[config.mk]
export PLATFORM = sky130hd
export DESIGN_NAME = i2s_frame_sequencer
export DESIGN_NICKNAME = d
export VERILOG_FILES = /design/src/rtl/i2s_seq_pkg.sv /design/src/rtl/i2s_seq_pair_fifo.sv /design/src/rtl/i2s_frame_sequencer.sv
export SDC_FILE = /design/constraint.sdc
export NUM_CORES = 1
export LEC_CHECK = 0
export CAP_MARGIN = 0
export CELL_PAD_IN_SITES_DETAIL_PLACEMENT = 1
export CELL_PAD_IN_SITES_GLOBAL_PLACEMENT = 2
export CORE_MARGIN = 5
export CORE_UTILIZATION = 40
export CTS_BUF_LIST = sky130_fd_sc_hd__clkbuf_4 sky130_fd_sc_hd__clkbuf_8
export CTS_CLUSTER_SIZE = 12
export DETAILED_ROUTE_END_ITERATION = 8
export PLACE_DENSITY = 0.89
export SETUP_SLACK_MARGIN = 0.3
export SKIP_CTS_REPAIR_TIMING = 1
export SYNTH_ARGS = -nofsm -noshare
export SYNTH_HDL_FRONTEND = slang
export SYNTH_SLANG_ARGS = --single-unit
[constraint.sdc]
create_clock -name i_sys_clk -period 2.3 [get_ports i_sys_clk]
set_input_delay 0.46 -clock i_sys_clk [delete_from_list [all_inputs] [get_ports i_sys_clk]]
set_output_delay 0.46 -clock i_sys_clk [all_outputs]
set_load 0.02 [all_outputs]
[src/rtl/i2s_seq_pkg.sv]
// +--------------------------------------------------------------------------+
// | i2s_seq_pkg                                                              |
// | Shared state encoding and default sizing for the I2S frame sequencer.    |
// | Revision: 1.0                                                            |
// +--------------------------------------------------------------------------+
`default_nettype none

package i2s_seq_pkg;

  localparam int DEFAULT_DATA_WIDTH = 16;
  localparam int DEFAULT_FIFO_DEPTH = 4;

  typedef enum logic [1:0] {
    ST_IDLE       = 2'd0,
    ST_WAIT_FRAME = 2'd1,
    ST_SEND_L     = 2'd2,
    ST_SEND_R     = 2'd3
  } seq_state_t;

endpackage

`default_nettype wire

[src/rtl/i2s_seq_pair_fifo.sv]
// +--------------------------------------------------------------------------+
// | i2s_seq_pair_fifo                                                        |
// | Show-ahead synchronous FIFO holding packed stereo pairs.                 |
// | Revision: 1.0                                                            |
// +--------------------------------------------------------------------------+
`default_nettype none

module i2s_seq_pair_fifo #(
  parameter int WIDTH = 32,
  parameter int DEPTH = 4
) (
  input  logic                       i_clk,
  input  logic                       i_rst_n,
  input  logic                       i_push,
  input  logic [WIDTH-1:0]           i_wdata,
  input  logic                       i_pop,
  output logic [WIDTH-1:0]           o_rdata,
  output logic                       o_full,
  output logic                       o_empty,
  output logic [$clog2(DEPTH):0]     o_level
);

  localparam int AW = $clog2(DEPTH);

  logic [WIDTH-1:0] r_mem [DEPTH];
  logic [AW-1:0]    r_wr_ptr;
  logic [AW-1:0]    r_rd_ptr;
  logic [AW:0]      r_count;
  logic             w_wr_en;
  logic             w_rd_en;

  assign o_full  = (r_count == (AW+1)'(DEPTH));
  assign o_empty = (r_count == '0);
  assign o_level = r_count;
  assign o_rdata = r_mem[r_rd_ptr];

  assign w_wr_en = i_push & ~o_full;
  assign w_rd_en = i_pop & ~o_empty;

  // Storage carries no reset; the count alone defines what is valid.
  always_ff @(posedge i_clk) begin
    if (w_wr_en) begin
      r_mem[r_wr_ptr] <= i_wdata;
    end
  end

  // DEPTH is a power of two, so the pointers wrap by natural overflow.
  always_ff @(posedge i_clk or negedge i_rst_n) begin
    if (!i_rst_n) begin
      r_wr_ptr <= '0;
      r_rd_ptr <= '0;
      r_count  <= '0;
    end else begin
      if (w_wr_en) begin
        r_wr_ptr <= r_wr_ptr + AW'(1);
      end
      if (w_rd_en) begin
        r_rd_ptr <= r_rd_ptr + AW'(1);
      end
      case ({w_wr_en, w_rd_en})
        2'b10:   r_count <= r_count + (AW+1)'(1);
        2'b01:   r_count <= r_count - (AW+1)'(1);
        default: r_count <= r_count;
      endcase
    end
  end

endmodule

`default_nettype wire

[src/rtl/i2s_frame_sequencer.sv]
// +--------------------------------------------------------------------------+
// | i2s_frame_sequencer                                                      |
// | Buffers host stereo pairs and issues left/right load strobes to an I2S   |
// | transmitter on each word-select falling edge.                            |
// | Option: define I2S_SEQ_UNDERRUN_CNT_EN to add o_underrun_cnt.            |
// | Revision: 1.0                                                            |
// +--------------------------------------------------------------------------+
`default_nettype none

module i2s_frame_sequencer
  import i2s_seq_pkg::*;
#(
  parameter int DATA_WIDTH = DEFAULT_DATA_WIDTH,
  parameter int FIFO_DEPTH = DEFAULT_FIFO_DEPTH
) (
  input  logic                        i_sys_clk,
  input  logic                        i_sys_rst,
  input  logic                        i_enable,
  input  logic [DATA_WIDTH-1:0]       i_pair_left,
  input  logic [DATA_WIDTH-1:0]       i_pair_right,
  input  logic                        i_pair_vld,
  output logic                        o_pair_rdy,
  input  logic                        i_ws,
  output logic [DATA_WIDTH-1:0]       o_left_data,
  output logic [DATA_WIDTH-1:0]       o_right_data,
  output logic                        o_left_vld,
  output logic                        o_right_vld,
  output logic                        o_underrun,
  output logic [$clog2(FIFO_DEPTH):0] o_level
`ifdef I2S_SEQ_UNDERRUN_CNT_EN
  ,
  output logic [15:0]                 o_underrun_cnt
`endif
);

  localparam int LVL_W  = $clog2(FIFO_DEPTH) + 1;
  localparam int PAIR_W = 2 * DATA_WIDTH;

  seq_state_t              r_state;
  seq_state_t              w_state_next;
  logic                    r_ws_q;
  logic                    w_frame_start;
  logic                    r_pair_rdy;
  logic                    w_push;
  logic                    w_pop;
  logic                    w_left_vld;
  logic                    w_right_vld;
  logic                    w_underrun;
  logic [PAIR_W-1:0]       w_head;
  logic                    w_full;
  logic                    w_empty;
  logic [LVL_W-1:0]        w_level;
  logic [LVL_W-1:0]        w_level_next;
  logic [DATA_WIDTH-1:0]   w_left_sample;
  logic [DATA_WIDTH-1:0]   w_right_sample;
  logic [DATA_WIDTH-1:0]   r_left_data;
  logic [DATA_WIDTH-1:0]   r_right_data;

  i2s_seq_pair_fifo #(
    .WIDTH (PAIR_W),
    .DEPTH (FIFO_DEPTH)
  ) u_pair_fifo (
    .i_clk   (i_sys_clk),
    .i_rst_n (i_sys_rst),
    .i_push  (w_push),
    .i_wdata ({i_pair_left, i_pair_right}),
    .i_pop   (w_pop),
    .o_rdata (w_head),
    .o_full  (w_full),
    .o_empty (w_empty),
    .o_level (w_level)
  );

  assign w_push        = i_pair_vld & r_pair_rdy;
  assign w_frame_start = r_ws_q & ~i_ws;
  assign w_level_next  = w_level + LVL_W'(w_push) - LVL_W'(w_pop);

  assign w_left_sample  = w_empty ? '0 : w_head[PAIR_W-1:DATA_WIDTH];
  assign w_right_sample = w_empty ? '0 : w_head[DATA_WIDTH-1:0];

  assign o_pair_rdy   = r_pair_rdy;
  assign o_level      = w_level;
  assign o_left_vld   = w_left_vld;
  assign o_right_vld  = w_right_vld;
  assign o_underrun   = w_underrun;
  assign o_left_data  = w_left_vld ? w_left_sample : r_left_data;
  assign o_right_data = r_right_data;

  always_ff @(posedge i_sys_clk or negedge i_sys_rst) begin
    if (!i_sys_rst) begin
      r_state <= ST_IDLE;
      r_ws_q  <= 1'b1;
    end else begin
      r_state <= w_state_next;
      r_ws_q  <= i_ws;
    end
  end

  always_comb begin
    w_state_next = r_state;
    w_left_vld   = 1'b0;
    w_right_vld  = 1'b0;
    w_underrun   = 1'b0;
    w_pop        = 1'b0;
    case (r_state)
      ST_IDLE: begin
        if (i_enable) begin
          w_state_next = ST_WAIT_FRAME;
        end
      end
      ST_WAIT_FRAME: begin
        if (!i_enable) begin
          w_state_next = ST_IDLE;
        end else if (w_frame_start) begin
          w_state_next = ST_SEND_L;
        end
      end
      ST_SEND_L: begin
        w_left_vld   = 1'b1;
        w_underrun   = w_empty;
        w_pop        = ~w_empty;
        w_state_next = ST_SEND_R;
      end
      ST_SEND_R: begin
        w_right_vld  = 1'b1;
        w_state_next = i_enable ? ST_WAIT_FRAME : ST_IDLE;
      end
      default: begin
        w_state_next = ST_IDLE;
      end
    endcase
  end

  // Both halves latch in SEND_L; the right half becomes visible with its
  // strobe one cycle later and both then hold until the next frame.
  always_ff @(posedge i_sys_clk or negedge i_sys_rst) begin
    if (!i_sys_rst) begin
      r_left_data  <= '0;
      r_right_data <= '0;
    end else if (w_left_vld) begin
      r_left_data  <= w_left_sample;
      r_right_data <= w_right_sample;
    end
  end

  // Registered ready lets the output read 0 while reset is held and
  // otherwise track not-full of the post-update level.
  always_ff @(posedge i_sys_clk or negedge i_sys_rst) begin
    if (!i_sys_rst) begin
      r_pair_rdy <= 1'b0;
    end else begin
      r_pair_rdy <= (w_level_next != LVL_W'(FIFO_DEPTH));
    end
  end

`ifdef I2S_SEQ_UNDERRUN_CNT_EN
  logic [15:0] r_underrun_cnt;

  always_ff @(posedge i_sys_clk or negedge i_sys_rst) begin
    if (!i_sys_rst) begin
      r_underrun_cnt <= '0;
    end else if (w_underrun && (r_underrun_cnt != 16'hFFFF)) begin
      r_underrun_cnt <= r_underrun_cnt + 16'd1;
    end
  end

  assign o_underrun_cnt = r_underrun_cnt;
`endif

endmodule

`default_nettype wire

Word level (Yosys, flattened, before mapping)

Memory sizes are Yosys's and may differ from the RTL's.
Cells that the tools add are included.

Memory bits (writable): 128
Bits of input ports: 37
Word-level logic and storage cells: 50
Flip-flop bits (word level): 43
Memories kept: 1
Output and inout bits: 39

Memories:

| name              | depth | width | rd ports | clocked after Yosys merged registers in | wr ports | RTL line                | text |
|---|---|---|---|---|---|---|---|
| u_pair_fifo.r_mem | 4     | 32    | 1        | 0                                       | 1        | i2s_seq_pair_fifo.sv:25 | `logic [WIDTH-1:0] r_mem [DEPTH];` |

Reduce and logical (&&, ||, !) cells: 4
Eq/ne operators: 9
Bitwise logic cells: 7
Add/sub/neg operators: 6
Muxes and demuxes: 15

Operators with widths:

| kind                  | number |
|---|---|
| $mux W16              | 3 |
| $pmux W2 S4           | 1 |
| $mux W1               | 7 |
| $eq A2 B2 Y1 const B  | 3 |
| $mux W2               | 3 |
| $ne A3 B3 Y1 const B  | 2 |
| $pmux W3 S2           | 1 |
| $add A2 B1 Y2 const B | 2 |
| $and A1 B1 Y1         | 4 |
| $eq A2 B1 Y1 const B  | 2 |
| $add A3 B1 Y3         | 1 |
| $add A3 B1 Y3 const B | 1 |
| $eq A3 B3 Y1 const B  | 1 |
| $logic_not A3 Y1      | 1 |
| $not A1 Y1            | 3 |
| $sub A3 B1 Y3         | 1 |
| $sub A3 B1 Y3 const B | 1 |
| $logic_not A2 Y1      | 1 |
| $ne A2 B2 Y1 const B  | 1 |
| $reduce_and A2 Y1     | 1 |
| $reduce_bool A2 Y1    | 1 |

Depth between registers and ports, before layout

Gate-level depths: netlist of run 1.

Word-level depth: 6
Gate-level depth with buffers: 11
Depth with buffers taken out: 9

Modules after synthesis

Synthesis of run 1 repeated with hierarchy kept, for this count alone.

Cell total of the unflattened synthesis: 333
Area, all modules: 6,909.1 um^2

Modules (own cells, without submodules):

| module              | area each (um^2) | cells each | seq. area each (um^2) | instances |
|---|---|---|---|---|
| i2s_seq_pair_fifo   | 5,089.9          | 206        | 4,018.9               | 1 |
| i2s_frame_sequencer | 1,819.2          | 127        | 902.1                 | 1 |

Worst setup path before layout of run 1

Ideal clock, no wire load.

Path kind: flip-flop to flip-flop
Start point: reg (tool-made name)
End point: reg r_pair_rdy, in the netlist o_pair_rdy
Library setup time: 120 ps
Path buffers: 2
Setup slack: 10 ps
Arrival time: 2,170 ps
Clock period less this slack: 2,290 ps
Stages on the path, launching flop included: 12
Required time: 2,180 ps
Cell sequence: dfrtp_1 nand2b_1 buf_2 buf_1 nor2_1 ha_1 inv_1 ha_1 fa_1 xor2_1 xnor2_1 nand2_1

RTL lines:

| what                 | RTL line                   | text |
|---|---|---|
| end signal, assigned | i2s_frame_sequencer.sv:152 | `r_pair_rdy <= (w_level_next != LVL_W'(FIFO_DEPTH));` |
| end, declared        | i2s_frame_sequencer.sv:43  | `logic r_pair_rdy;` |

Worst setup path after layout of run 1

Start point: reg u_pair_fifo.r_rd_ptr[0]
End point: out o_left_data[1]

Word-level cells in the longest chain between the ends: 3

Ends and longest elaborated chain:

| what                   | RTL line                  | text |
|---|---|---|
| start, declared        | i2s_seq_pair_fifo.sv:27   | `logic [AW-1:0] r_rd_ptr;` |
| start signal, assigned | i2s_seq_pair_fifo.sv:58   | `r_rd_ptr <= r_rd_ptr + AW'(1);` |
| $mem_v2 Z4 W32         | --                        |  |
| $mux W16               | i2s_frame_sequencer.sv:78 | `assign w_left_sample = w_empty ? '0 : w_head[PAIR_W-1:DATA_WIDTH];` |
| $mux W16               | --                        |  |
| end, declared          | i2s_frame_sequencer.sv:24 | `output logic [DATA_WIDTH-1:0] o_left_data,` |

Every way passes these cells.

==> reports/metrics.cfg, run 1 <==
[global_routing]
grt_pass1_wl_mm=20.7
antenna_found_initial=0
grt_max_degree=28
grt.total_usage=0.152
gr-total-overflow=0
grt_pass1_vias=3633

[min_path]
whs_path_depth=1
hold_class=input port to flip-flop

[clock_tree]
cts_root_buf=clkbuf_8
cts.clk_slew.worst_paths_ns=0.09
h-tree-depth=4
worstSkewPairLatency_ns=0.45
cts_buffers=17
cts_sinks=171
clockBufferDepth=2
cts_tree=built

[floorplanning]
row_count=46
start_util=0.406
die_x_um=137
die_h_um=137
die-area_um2=18700
io_pins=76
coreArea_um2=15800

[critical_path]
ff2ff_setup_slack_ns=0.04
r2r_cells=10
worstReg2RegEnd=o_pair_rdy$_DFF_PN0_
cp.arrival_ns=1.97
start_kind=flip-flop
critPathKind=flip-flop to output port
endpoint_kind=output port
endpoint=o_left_data[1]
cp-startpoint=u_pair_fifo.r_rd_ptr[0]$_DFFE_PN0P_
worstPathRequired_ns=1.84
critPathMaxFanout=8

[route]
viasPerCell=5.00
wl_per_cell_um=20.9
drtIter0Drc=237
wl_mm=13.7
drc=0
vias=3283
first_pass_iters=4
postRouteAntennaNets=0

[logic_synthesis]
ys.flop_type=edfxtp_1
synth-seq-cells=171
synth_edf_count=128
yosys.cell_types.count=30
async_flop_share=0.251
syn_area_um2=6430
syn_inst=300
yosysMostFrequentCell=edfxtp_1
synth_nets=346
yosysSeqAreaShare=0.765
synth.top_cell.area_share=0.597
yosys-top-cells-count=edfxtp_1, dfrtp_1, a22o_1
yosysTopAreaCell=edfxtp_1
ys.warnings.count=0
synth.area.top_cells=edfxtp_1, dfrtp_1, mux4_2
syn_avg_cell_area_um2=21.4

[sta]
slew_viol_final=0
hold_violations=0
worst_pin_slew_ns=0.487
setup_ws_ns=-0.129
setup_viol=16
skew_ns=0.0103
grt_setup_unrepaired=yes
timing.fmax_ghz=0.412
relSlewSlack=0.675
fin_crit_ns=2.43
min_period_over_period=1.06

[power]
ir_drop_mv=0.658
power.density_cell_area_nw_per_um2=1280
p_leak_nw=3.10
totalPowerFinal_mw=10.7

[cells_and_area]
n_antenna_cell=0
fin_util=0.528
stdcell_area_um2=8350
nFillCells=1397
syn_to_final_growth_pct=29.8
fin_nets=473
instances_no_fill=656
drive_gt1_frac=0.332

[placement]
port_buffers=75
hpwlAfterDp_mm=8.61
placed_area_um2=7660
pre_cts_slack_ns=-0.145
dp_cells=604
gp_congestion=0.663

[outcome]
status=finished with violations
violations=negative setup slack

[flow_run]
maxCapViolations=0

==> through the flow <==
step	hold slack, ns	setup TNS [ns]
2_1_floorplan	0.164	0
3_5_place_dp	0.454	-1.01
3_3_place_gp	0.461	-0.387
5_1_grt	0.432	-3.21
6_report	0.460	-1.69
4_1_cts	-0.0641	-10.01
==> kinds of logic after synthesis <==
logic type                 count (synthesis)  synth area share
xor gates and xnor gates                   8            0.0109
muxes                                     34             0.118
buffers and inverters                     25            0.0251
AOI/OAI and AO/OA                         35            0.0465
adders and majority gates                  9            0.0198
DFF                                      171             0.765
and+or+nand+nor                           18            0.0152
==> how the worst min path moves through the flow <==
stage	start	endpoint	slack, ns
final	i_ws	r_ws_q$_DFF_PN1_	0.46
after global routing	i_ws	r_ws_q$_DFF_PN1_	0.43
after CTS	i_sys_rst	r_left_data[9]$_DFF_PN0_	-0.06
after detailed placement	i_sys_rst	r_left_data[12]$_DFF_PN0_	0.45
after global placement	i_sys_rst	r_left_data[12]$_DFF_PN0_	0.46
after floorplan	i_sys_rst	async pin	0.16
==> sequential cells by signal, indices dropped and copies added, names as in the netlist, named ones only <==
name,cells
r_left_data,16
u_pair_fifo.r_rd_ptr,2
r_ws_q,1
u_pair_fifo.r_mem,128
o_right_data,16
u_pair_fifo.o_level,3
u_pair_fifo.r_wr_ptr,2
o_pair_rdy,1
r_state,1
==> cell type report <==
type / instances / area, um2 / share of cell area
Tap cell: 216 / 270 / 0.0324
Sequential cell: 171 / 4920 / 0.590
Clock inverter: 14 / 183 / 0.0219
Timing Repair Buffer: 123 / 1280 / 0.153
Inverter: 10 / 41.3 / 0.00494
Multi-Input combinational cell: 104 / 1410 / 0.169
Clock buffer: 18 / 241 / 0.0289
==> power breakdown <==
group	internal [mW]	switching [mW]	total, mW
logic	2.14	1.86	4.01
clock network	1.11	1.12	2.24
registers	4.17	0.313	4.48
total	7.43	3.30	10.7
==> routing by layer <==
metal | wire, um | GRT usage | vias to the layer above
li1 | - | - | 1462
met5 | 0 | 0 | -
met3 | 725 | 0.0419 | 12
met1 | 5620 | 0.185 | 1723
met4 | 132 | 0.0432 | 0
met2 | 7230 | 0.266 | 86
==> layout by cell type (no fill, tap or decap), types with 2 or more instances in the layout <==
cell type and instances:
a22o_1 32, and2_2 4, buf_12 8, buf_4 33, buf_6 20, buf_8 2
bufinv_16 3, clkbuf_8 17, clkdlybuf4s50_1 52, clkinvlp_4 3, dfrtp_1 39, dfrtp_2 3
dlymetal6s2s_1 4, edfxtp_1 128, ha_1 6, inv_1 6, inv_2 3, inv_6 6
mux4_1 4, mux4_2 28, nand2_1 3, nor2_1 3, nor3b_1 2, xnor2_1 3
xor2_1 5
==> critical path, stage by stage (launching register included) <==
cell and delay (ns):
dfrtp_2 0.46, buf_12 0.17, mux4_2 0.50, a22o_1 0.23, buf_6 0.14
Power figures use the tool's default switching activity.
==> run 2: changes to the inputs <==
--- a/config.mk
+++ b/config.mk
@@ -8,6 +8,7 @@
 export CAP_MARGIN = 0
 export CELL_PAD_IN_SITES_DETAIL_PLACEMENT = 1
 export CELL_PAD_IN_SITES_GLOBAL_PLACEMENT = 2
+export CORE_ASPECT_RATIO = 1.4
 export CORE_MARGIN = 5
 export CORE_UTILIZATION = 40
 export CTS_BUF_LIST = sky130_fd_sc_hd__clkbuf_4 sky130_fd_sc_hd__clkbuf_8
==> run 2 against run 1 <==
- the run still ends with negative setup slack left
- via count grew 0.24%
- final cell count shrank 3.2%
- final area shrank 0.67%
- sequential power is essentially flat
- worst hold slack lost 0.026 ns
- wire length grew 2.0%
- combinational power is essentially flat
- worst setup slack lost 0.0011 ns
- first-iteration DRC count shrank 42%
- die area grew 0.19%
- core utilization shrank 0.81 points
- count of clock-buffer cells in the layout grew 1
- critical endpoint is now o_left_data[8]
==> reports/metrics.cfg, run 2 (synthesis gave the netlist of run 1 again) <==
[clock_tree]
cts_sinks=171  ; unchanged
h-tree-depth=4  ; unchanged
worstSkewPairLatency_ns=0.45  ; about the same
cts_buffers=17  ; unchanged
cts.clk_slew.worst_paths_ns=0.10  ; was 0.09 ns
cts_root_buf=clkbuf_8  ; unchanged
cts_tree=built  ; unchanged
clockBufferDepth=2  ; unchanged

[cells_and_area]
largest_reg_flops=128  ; unchanged
stdcell_area_um2=8300  ; was 8350 um2
instances_no_fill=635  ; was 656
syn_to_final_growth_pct=28.9  ; was 29.8%
fin_nets=469  ; was 473
n_antenna_cell=0  ; unchanged
fin_util=0.520  ; was 0.528
top_register=u_pair_fifo.r_mem  ; unchanged
drive_gt1_frac=0.333  ; was 0.332
layout_commonest_cell=edfxtp_1  ; unchanged
nFillCells=1446  ; was 1397
final_cell_mix=edfxtp_1, clkdlybuf4s50_1, dfrtp_1, a22o_1, buf_4  ; was edfxtp_1, clkdlybuf4s50_1, dfrtp_1, buf_4, a22o_1

[route]
drc=0  ; unchanged
postRouteAntennaNets=0  ; unchanged
first_pass_iters=6  ; was 4
drtIter0Drc=137  ; was 237
wl_per_cell_um=22.0  ; was 20.9 um
viasPerCell=5.18  ; was 5.00
vias=3291  ; was 3283
wl_mm=14.0  ; was 13.7 mm

[global_routing]
grt_pass1_vias=3823  ; was 3633
grt.total_usage=0.154  ; was 0.152
grt_pass1_wl_mm=21.5  ; was 20.7 mm
antenna_found_initial=0  ; unchanged
gr-total-overflow=0  ; unchanged
grt_max_degree=25  ; was 28

[critical_path]
start_kind=flip-flop  ; unchanged
endpoint_kind=output port  ; unchanged
critPathKind=flip-flop to output port  ; unchanged
critPathMaxFanout=6  ; was 8
worstPathRequired_ns=1.84  ; about the same
ff2ff_setup_slack_ns=0.06  ; was 0.04 ns
reg2reg_from=u_pair_fifo.o_level[1]$_DFFE_PN0P_
cp.arrival_ns=1.97  ; about the same
r2r_cells=10  ; unchanged
worstReg2RegEnd=o_pair_rdy$_DFF_PN0_  ; unchanged

[power]
totalPowerFinal_mw=10.7  ; about the same
combPwrFrac=0.375  ; was 0.374
p_seq_frac=0.423  ; was 0.418
p_sw_mw=3.37  ; was 3.30 mW
p_int_mw=7.28  ; was 7.43 mW
p_leak_nw=3.07  ; was 3.10 nW
power.density_cell_area_nw_per_um2=1280  ; about the same
ir_drop_mv=0.546  ; was 0.658 mV
switching_share=0.316  ; was 0.308
p_clk_frac=0.202  ; was 0.208

[floorplanning]
start_util=0.403  ; was 0.406
row_count=55  ; was 46
io_pins=76  ; unchanged
coreArea_um2=16000  ; was 15800 um2
die-area_um2=18800  ; was 18700 um2
die_h_um=160  ; was 137 um
die_x_um=117  ; was 137 um

[sta]
slew_viol_final=0  ; unchanged
min_period_over_period=1.06  ; about the same
relSlewSlack=0.786  ; was 0.675
grt_setup_unrepaired=yes  ; unchanged
worst_pin_slew_ns=0.321  ; was 0.487 ns
fin_crit_ns=2.43  ; about the same
hold_violations=0  ; unchanged
setup_ws_ns=-0.130  ; was -0.129 ns
skew_ns=0.0148  ; was 0.0103 ns
setup_viol=16  ; unchanged
timing.fmax_ghz=0.411  ; was 0.412 GHz

[placement]
placed_area_um2=7630  ; was 7660 um2
port_buffers=75  ; unchanged
pre_cts_slack_ns=-0.121  ; was -0.145 ns
hpwlAfterDp_mm=9.01  ; was 8.61 mm
gp_congestion=0.692  ; was 0.663
dp_cells=588  ; was 604

[outcome]
status=finished with violations  ; unchanged
violations=negative setup slack  ; unchanged

[flow_run]
maxCapViolations=0  ; unchanged

[min_path]
hold_class=input port to async pin  ; was input port to flip-flop

## run 2: changes by cell type in the layout (fill, tap and decap cells not counted), moves of 2 or more
cell and change:
inv_6 -4, inv_2 -2, buf_4 -2, ha_1 -2, buf_6 -2, buf_8 -2
buf_2 +2, inv_1 +2, clkinv_4 +2
## run 2: power by group through the flow
stage          logic [mW]  registers, mW  clock network, mW
6_report             4.00           4.50               2.15
5_1_grt              4.28           4.57               2.35
4_1_cts              3.72           4.49               2.21
3_5_place_dp         3.71           4.55                  0
3_3_place_gp         3.59           4.49                  0
2_1_floorplan        2.00           4.66                  0
## run 2: metal layers
metal,routed length (um),track usage
met1,5260,0.178
met2,8050,0.277
met3,414,0.0315
met4,249,0.0553
met5,0,0
## run 2: critical path, stage by stage, from the launching register on
cell       delay (ns)
dfrtp_2          0.46
clkbuf_16        0.19
mux4_2           0.49
a22o_1           0.24
buf_6            0.15
## run 2: layout make-up
type,instances,area [um2],area share
clock buffer,19,249,0.0300
clock inverter,13,165,0.0199
inverter,10,41.3,0.00498
multi-input combinational,104,1450,0.174
sequential,171,4920,0.594
tap,199,249,0.0300
timing repair buffer,119,1220,0.147
## run 2: worst max-delay path by stage
stage,start,to,slack (ns),cells past startpoint
after global routing,u_pair_fifo.r_rd_ptr[0]$_DFFE_PN0P_,o_left_data[8],-0.21,4
after detailed placement,i_pair_vld,o_pair_rdy$_DFF_PN0_,-0.12,9
after global placement,i_pair_vld,o_pair_rdy$_DFF_PN0_,-0.05,9
after floorplan,flip-flop,o_pair_rdy$_DFF_PN0_,0.1,11
final,u_pair_fifo.r_rd_ptr[0]$_DFFE_PN0P_,o_left_data[8],-0.13,4
after CTS,u_pair_fifo.r_rd_ptr[0]$_DFFE_PN0P_,o_left_data[10],-0.56,4
## run 2: stage by stage
step | setup TNS (ns) | hold slack [ns]
2_1_floorplan | 0 | 0.164
3_3_place_gp | -0.0890 | 0.375
3_5_place_dp | -0.336 | 0.377
4_1_cts | -9.04 | -0.130
5_1_grt | -3.17 | 0.435
6_report | -1.64 | 0.434
==> run 3: changes to the inputs <==
--- a/config.mk
+++ b/config.mk
@@ -14,6 +14,7 @@
 export CTS_BUF_LIST = sky130_fd_sc_hd__clkbuf_4 sky130_fd_sc_hd__clkbuf_8
 export CTS_CLUSTER_SIZE = 12
 export DETAILED_ROUTE_END_ITERATION = 8
+export HOLD_SLACK_MARGIN = 0.03
 export PLACE_DENSITY = 0.89
 export SETUP_SLACK_MARGIN = 0.3
 export SKIP_CTS_REPAIR_TIMING = 1
==> results of run 3 <==
Final layout, timing and power as in run 2 (identical DEF).
